File: config.mk
export PLATFORM = sky130hd
export DESIGN_NAME = packet_fifo
export DESIGN_NICKNAME = d
export VERILOG_FILES = /design/src/rtl/packet_pkg.sv /design/src/rtl/packet_fifo_mem.sv /design/src/rtl/packet_fifo.sv
export SDC_FILE = /design/constraint.sdc
export NUM_CORES = 1
export LEC_CHECK = 0
export BUFFER_PORTS_ARGS = -buffer_cell sky130_fd_sc_hd__buf_2
export CAP_MARGIN = 25
export CELL_PAD_IN_SITES_DETAIL_PLACEMENT = 1
export CELL_PAD_IN_SITES_GLOBAL_PLACEMENT = 1
export CORE_MARGIN = 4
export CORE_UTILIZATION = 40
export CTS_BUF_LIST = sky130_fd_sc_hd__clkbuf_4 sky130_fd_sc_hd__clkbuf_8 sky130_fd_sc_hd__clkbuf_16
export DETAILED_ROUTE_END_ITERATION = 12
export GPL_TIMING_DRIVEN = 1
export MAX_ROUTING_LAYER = met4
export PLACE_DENSITY_LB_ADDON = 0.1
export SLEW_MARGIN = 5
export SYNTH_ARGS = -nofsm -noshare
export SYNTH_HDL_FRONTEND = slang
export SYNTH_HIERARCHICAL = 1
export SYNTH_SLANG_ARGS = --single-unit
File: constraint.sdc
create_clock -name i_clk -period 9.27 [get_ports i_clk]
set_clock_uncertainty 0.2 [all_clocks]
set_input_delay 1.3905 -clock i_clk [delete_from_list [all_inputs] [get_ports i_clk]]
set_output_delay 1.3905 -clock i_clk [all_outputs]
set_load 0.02 [all_outputs]
File: src/rtl/packet_pkg.sv
// Shared types and helpers for the packet FIFO slice.
package packet_pkg;

    localparam int unsigned PKT_DATA_W = 64;

    typedef struct packed {
        logic                  tlast;
        logic [PKT_DATA_W-1:0] tdata;
    } beat_t;

    function automatic int unsigned clog2(input int unsigned value);
        int unsigned result;
        result = 0;
        while ((32'd1 << result) < value) begin
            result++;
        end
        return result;
    endfunction

endpackage

File: src/rtl/packet_fifo_mem.sv
// Dual-port beat storage: synchronous write, registered read. The read register doubles as the
// FIFO output register and can capture the write data directly when the FIFO is empty.
module packet_fifo_mem
    import packet_pkg::*;
#(
    parameter int unsigned WIDTH = PKT_DATA_W + 1,
    parameter int unsigned DEPTH = 16
) (
    input  logic                    i_clk,
    input  logic                    i_rst,
    input  logic                    i_wr_en,
    input  logic [clog2(DEPTH)-1:0] i_wr_addr,
    input  logic [WIDTH-1:0]        i_wr_data,
    input  logic                    i_rd_en,
    input  logic                    i_rd_byp,
    input  logic [clog2(DEPTH)-1:0] i_rd_addr,
    output logic [WIDTH-1:0]        o_rd_data
);

    logic [WIDTH-1:0] r_mem [DEPTH];
    logic [WIDTH-1:0] r_rd_data;

    always_ff @(posedge i_clk) begin
        if (i_wr_en) begin
            r_mem[i_wr_addr] <= i_wr_data;
        end
    end

    always_ff @(posedge i_clk or posedge i_rst) begin
        if (i_rst) begin
            r_rd_data <= '0;
        end else if (i_rd_en) begin
            r_rd_data <= i_rd_byp ? i_wr_data : r_mem[i_rd_addr];
        end
    end

    assign o_rd_data = r_rd_data;

endmodule

File: src/rtl/packet_fifo.sv
// Elastic AXI-Stream FIFO with registered first-word-fall-through output and occupancy flags.
// Define PACKET_FIFO_DROP_CNT_EN to add a saturating count of refused beats (o_drop_count).
module packet_fifo
    import packet_pkg::*;
#(
    parameter int unsigned DATA_W   = PKT_DATA_W,
    parameter int unsigned DEPTH    = 16,
    parameter int unsigned HI_WATER = 12
) (
    input  logic                        i_clk,
    input  logic                        i_rst,
    input  logic [DATA_W-1:0]           i_s_axis_tdata,
    input  logic                        i_s_axis_tvalid,
    input  logic                        i_s_axis_tlast,
    output logic                        o_s_axis_tready,
    output logic [DATA_W-1:0]           o_m_axis_tdata,
    output logic                        o_m_axis_tvalid,
    output logic                        o_m_axis_tlast,
    input  logic                        i_m_axis_tready,
    output logic [clog2(DEPTH+2)-1:0]   o_level,
    output logic                        o_almost_full
`ifdef PACKET_FIFO_DROP_CNT_EN
    ,
    output logic [15:0]                 o_drop_count
`endif
);

    localparam int unsigned ADDR_W = clog2(DEPTH);
    localparam int unsigned LVL_W  = clog2(DEPTH + 2);
    localparam logic [LVL_W-1:0]  LVL_MAX = LVL_W'(DEPTH + 1);
    localparam logic [LVL_W-1:0]  LVL_HI  = LVL_W'(HI_WATER);
    localparam logic [LVL_W-1:0]  LVL_ONE = LVL_W'(1);
    localparam logic [ADDR_W:0]   PTR_ONE = (ADDR_W + 1)'(1);

    logic [ADDR_W:0]   r_wr_ptr;
    logic [ADDR_W:0]   r_rd_ptr;
    logic              r_m_valid;
    logic              r_s_ready;
    logic [LVL_W-1:0]  r_level;
    logic              r_almost_full;

    logic              w_accept;
    logic              w_pop;
    logic              w_mem_empty;
    logic              w_out_free;
    logic              w_byp;
    logic              w_load;
    logic              w_wr_en;
    logic              w_rd_adv;
    logic [ADDR_W:0]   w_wr_ptr_d;
    logic [ADDR_W:0]   w_rd_ptr_d;
    logic              w_full_d;
    logic [LVL_W-1:0]  w_level_d;
    logic [DATA_W:0]   w_rd_data;

    assign w_accept    = i_s_axis_tvalid & r_s_ready;
    assign w_pop       = r_m_valid & i_m_axis_tready;
    assign w_mem_empty = (r_wr_ptr == r_rd_ptr);
    assign w_out_free  = ~r_m_valid | w_pop;
    // An accepted beat skips memory when nothing is queued ahead of it.
    assign w_byp       = w_out_free & w_mem_empty & w_accept;
    assign w_load      = w_out_free & (~w_mem_empty | w_accept);
    assign w_wr_en     = w_accept & ~w_byp;
    assign w_rd_adv    = w_out_free & ~w_mem_empty;

    always_comb begin
        w_wr_ptr_d = r_wr_ptr;
        w_rd_ptr_d = r_rd_ptr;
        if (w_wr_en) begin
            w_wr_ptr_d = r_wr_ptr + PTR_ONE;
        end
        if (w_rd_adv) begin
            w_rd_ptr_d = r_rd_ptr + PTR_ONE;
        end
        w_full_d = (w_wr_ptr_d[ADDR_W] != w_rd_ptr_d[ADDR_W]) &&
                   (w_wr_ptr_d[ADDR_W-1:0] == w_rd_ptr_d[ADDR_W-1:0]);
    end

    always_comb begin
        w_level_d = r_level;
        if (w_accept && !w_pop && r_level != LVL_MAX) begin
            w_level_d = r_level + LVL_ONE;
        end else if (!w_accept && w_pop && r_level != '0) begin
            w_level_d = r_level - LVL_ONE;
        end
    end

    always_ff @(posedge i_clk or posedge i_rst) begin
        if (i_rst) begin
            r_wr_ptr      <= '0;
            r_rd_ptr      <= '0;
            r_m_valid     <= 1'b0;
            r_s_ready     <= 1'b0;
            r_level       <= '0;
            r_almost_full <= 1'b0;
        end else begin
            r_wr_ptr      <= w_wr_ptr_d;
            r_rd_ptr      <= w_rd_ptr_d;
            r_s_ready     <= ~w_full_d;
            r_level       <= w_level_d;
            r_almost_full <= (w_level_d >= LVL_HI);
            if (w_load) begin
                r_m_valid <= 1'b1;
            end else if (w_pop) begin
                r_m_valid <= 1'b0;
            end
        end
    end

    packet_fifo_mem #(
        .WIDTH (DATA_W + 1),
        .DEPTH (DEPTH)
    ) u_mem (
        .i_clk     (i_clk),
        .i_rst     (i_rst),
        .i_wr_en   (w_wr_en),
        .i_wr_addr (r_wr_ptr[ADDR_W-1:0]),
        .i_wr_data ({i_s_axis_tlast, i_s_axis_tdata}),
        .i_rd_en   (w_load),
        .i_rd_byp  (w_mem_empty),
        .i_rd_addr (r_rd_ptr[ADDR_W-1:0]),
        .o_rd_data (w_rd_data)
    );

`ifdef PACKET_FIFO_DROP_CNT_EN
    logic [15:0] r_drop_count;

    always_ff @(posedge i_clk or posedge i_rst) begin
        if (i_rst) begin
            r_drop_count <= '0;
        end else if (i_s_axis_tvalid && !r_s_ready && r_drop_count != 16'hFFFF) begin
            r_drop_count <= r_drop_count + 16'd1;
        end
    end

    assign o_drop_count = r_drop_count;
`endif

    assign o_s_axis_tready = r_s_ready;
    assign o_m_axis_tvalid = r_m_valid;
    assign o_m_axis_tdata  = w_rd_data[DATA_W-1:0];
    assign o_m_axis_tlast  = w_rd_data[DATA_W];
    assign o_level         = r_level;
    assign o_almost_full   = r_almost_full;

endmodule

==> flow_summary.json <==
{
  "yosys.area.top_type_share_pct": 73.3,
  "antenna_left": 0,
  "max_freq_mhz": 208,
  "avgSynthCellArea_um2": 22.8,
  "grt_pass1_vias": 22100,
  "clkLatencyLatePin_ns": 0.68,
  "fin_util_pct": 46.2,
  "hold_class": "register to register",
  "grt_overflow": 0,
  "run_status": "complete, no violations",
  "synth_cells": 1871,
  "dr.first_iter.drc_count": 1645,
  "ys_seq_elements": 1123,
  "grt_max_degree": 104,
  "slew_headroom_pct": 30.0,
  "async_flop_share_pct": 7.39,
  "antenna_found_initial": 8,
  "drv_cap": 0,
  "startpoint_type": "register",
  "setup.worst_path.start": "r_rd_ptr[0]",
  "synth.most_common_cell": "edfxtp_1",
  "drt_wl_total_um": 102000,
  "seqCellArea_um2": 33300,
  "die_h_um": 334,
  "holdCritStartpoint": "o_level[4]",
  "worstReg2RegStart": "r_rd_ptr[0]",
  "ys.flop_type": "edfxtp_1",
  "ys_top_cells_by_count": "edfxtp_1 (1,040), mux4_2 (260), dfrtp_1 (83)",
  "viasPerCell": 5.61,
  "post-route-period-util_pct": 51.8,
  "ctsHtreeMaxLevel": 3,
  "core-area_um2": 106000,
  "yosys-top-cells-area": "edfxtp_1 (73%), mux4_2 (14%), dfrtp_1 (4.9%)",
  "wl_per_cell_um": 28.6,
  "clk_pin_slew_ns": 0.06,
  "crit_type": "register to register",
  "tightest_slew_ns": 1.05,
  "syn_nets": 1946,
  "r2r_cells": 6,
  "cts_resized": 0,
  "min_period_ns": 4.80,
  "num_rows": 119,
  "drc": 0,
  "gr-usage-all-layers_pct": 18.9,
  "firstDrtPassIters": 8,
  "synthesis.area_um2": 42600,
  "grt_pass1_wl_um": 152000,
  "power.density_nw_per_um2": 312,
  "irDropWorstVdd_uv": 180,
  "port_buffers": 141,
  "clkSinkCount": 1123,
  "cp-end-kind": "register",
  "hold_violations": 0,
  "num_vias": 20000,
  "syn_to_final_growth_pct": 14.5,
  "die_area_um2": 112000,
  "nNetsFinal": 2143,
  "drive_above_1_share_pct": 30.9,
  "cp_max_fo": 48,
  "cts_buffer_depth": 3,
  "holdPathStages": 1,
  "yosysTopAreaCell": "edfxtp_1",
  "report.final.slew_viol_count": 0,
  "synth_edf_count": 1040,
  "post_cts_buffers": 0,
  "setup_viol": 0,
  "synth_cell_types": 48,
  "rsz0062_at_grt": "no",
  "multi_input_area_um2": 8860,
  "p_leak_nw": 15.8,
  "worstPathArrival_ns": 4.89,
  "numCtsBuffers": 117,
  "hpwl_um": 54100,
  "setup_tns_ns": 0,
  "ys.warnings.count": 6,
  "initial_core_util_pct": 40.3,
  "die-width_um": 334,
  "synth-seq-area-share_pct": 78.2,
  "cts_root_buf": "clkbuf_16",
  "nFillCells": 9456,
  "ios": 142,
  "cts_tree": "yes",
  "ctsHoldBuffers": 0,
  "place_congestion": 0.734,
  "worst_ep_required_time_ns": 9.36
}
worst max-delay path: stages (launching register included):
cell and delay (ns):
dfrtp_4 0.78, xor2_1 0.50, nor4_4 0.17, a21oi_1 0.53, or3b_2 0.62, nor2_4 0.63, buf_4 0.85
layout make-up:
| class | count | share of cell area (%) |
|---|---|---|
| clock inverters | 50 | 0.655 |
| diodes | 5 | 0.0257 |
| well taps | 1391 | 3.57 |
| multi-input cells | 638 | 18.2 |
| flip-flops and latches | 1123 | 68.4 |
| inverters | 7 | 0.0590 |
| repair buffers | 181 | 2.16 |
| clock buffers | 167 | 7.00 |
final timing paths:
path	endpoint	slack, ns
max	u_mem/r_mem[1][46]	4.47
min	o_level[4]	0.37
max reg2reg	u_mem/r_mem[1][46]	4.47
min reg2reg	o_level[4]	0.37
max in group asynchronous	u_mem/o_rd_data[50]	7.13
min in group asynchronous	u_mem/o_rd_data[29]	0.51
per-layer routing:
layer / up-vias / share of wire (%) / global-route usage [%]
met2: 436 / 51 / 31.3
met4: 0 / 2.1 / 4.44
met1: 11000 / 43 / 24.8
met5: - / 0 / -
met3: 169 / 4.3 / 3.19
li1: 8415 / - / -
registers in the layout, indices dropped and copies added, names as in the netlist:
name	flops
r_wr_ptr	5
u_mem/r_mem	1040
u_mem/o_rd_data	65
o_almost_full	1
r_rd_ptr	5
o_s_axis_tready	1
o_level	5
o_m_axis_tvalid	1
power breakdown:
group	leakage (nW)	switching, mW	total [mW]	internal [mW]
Sequential	10.4	0.402	6.66	6.26
Clock	1.89	1.89	4.52	2.63
Combinational	3.49	2.29	4.03	1.74
cell families (layout without fill, tap and decap cells):
group | Yosys count | after routing | share of synthesized area, %
buf+inv | 110 | 405 | 1.30
other cells | 0 | 5 | 0
xor+xnor | 21 | 21 | 0.450
flops | 1123 | 1123 | 78.2
mux | 328 | 328 | 15.4
compound gates | 154 | 154 | 3.08
simple gates | 129 | 129 | 1.41
fa+ha+maj | 6 | 6 | 0.176
placed cells by master (no fill, tap or decap), types with 4 or more instances in the layout:
cell and count:
edfxtp_1 1040, mux4_2 260, buf_2 141, clkbuf_16 119, dfrtp_1 80, nand2_1 77
mux2i_1 65, o211ai_1 65, a222oi_1 64, clkbuf_4 36, buf_4 36, clkinv_2 21
clkinv_1 20, xor2_1 16, clkbuf_8 12, nor2_4 12, a21oi_1 8, nand3_1 7
ha_1 6, diode_2 5, inv_1 5, xnor2_1 4, nor3_2 4
per-stage QoR:
stage	total power, mW	instances	hold WS, ns	instance area [um2]	setup slack (ns)
after floorplan	9.55	1871	0.319	42600	1.42
after global placement	10.9	3338	0.337	45000	3.94
after detailed placement	10.9	3339	0.359	45000	3.92
after CTS	15.5	3556	0.373	48700	4.40
after global routing	16.0	3561	0.385	48700	4.24
final	15.2	3562	0.367	48700	4.47
No activity file was read; power rests on OpenSTA's default activity.
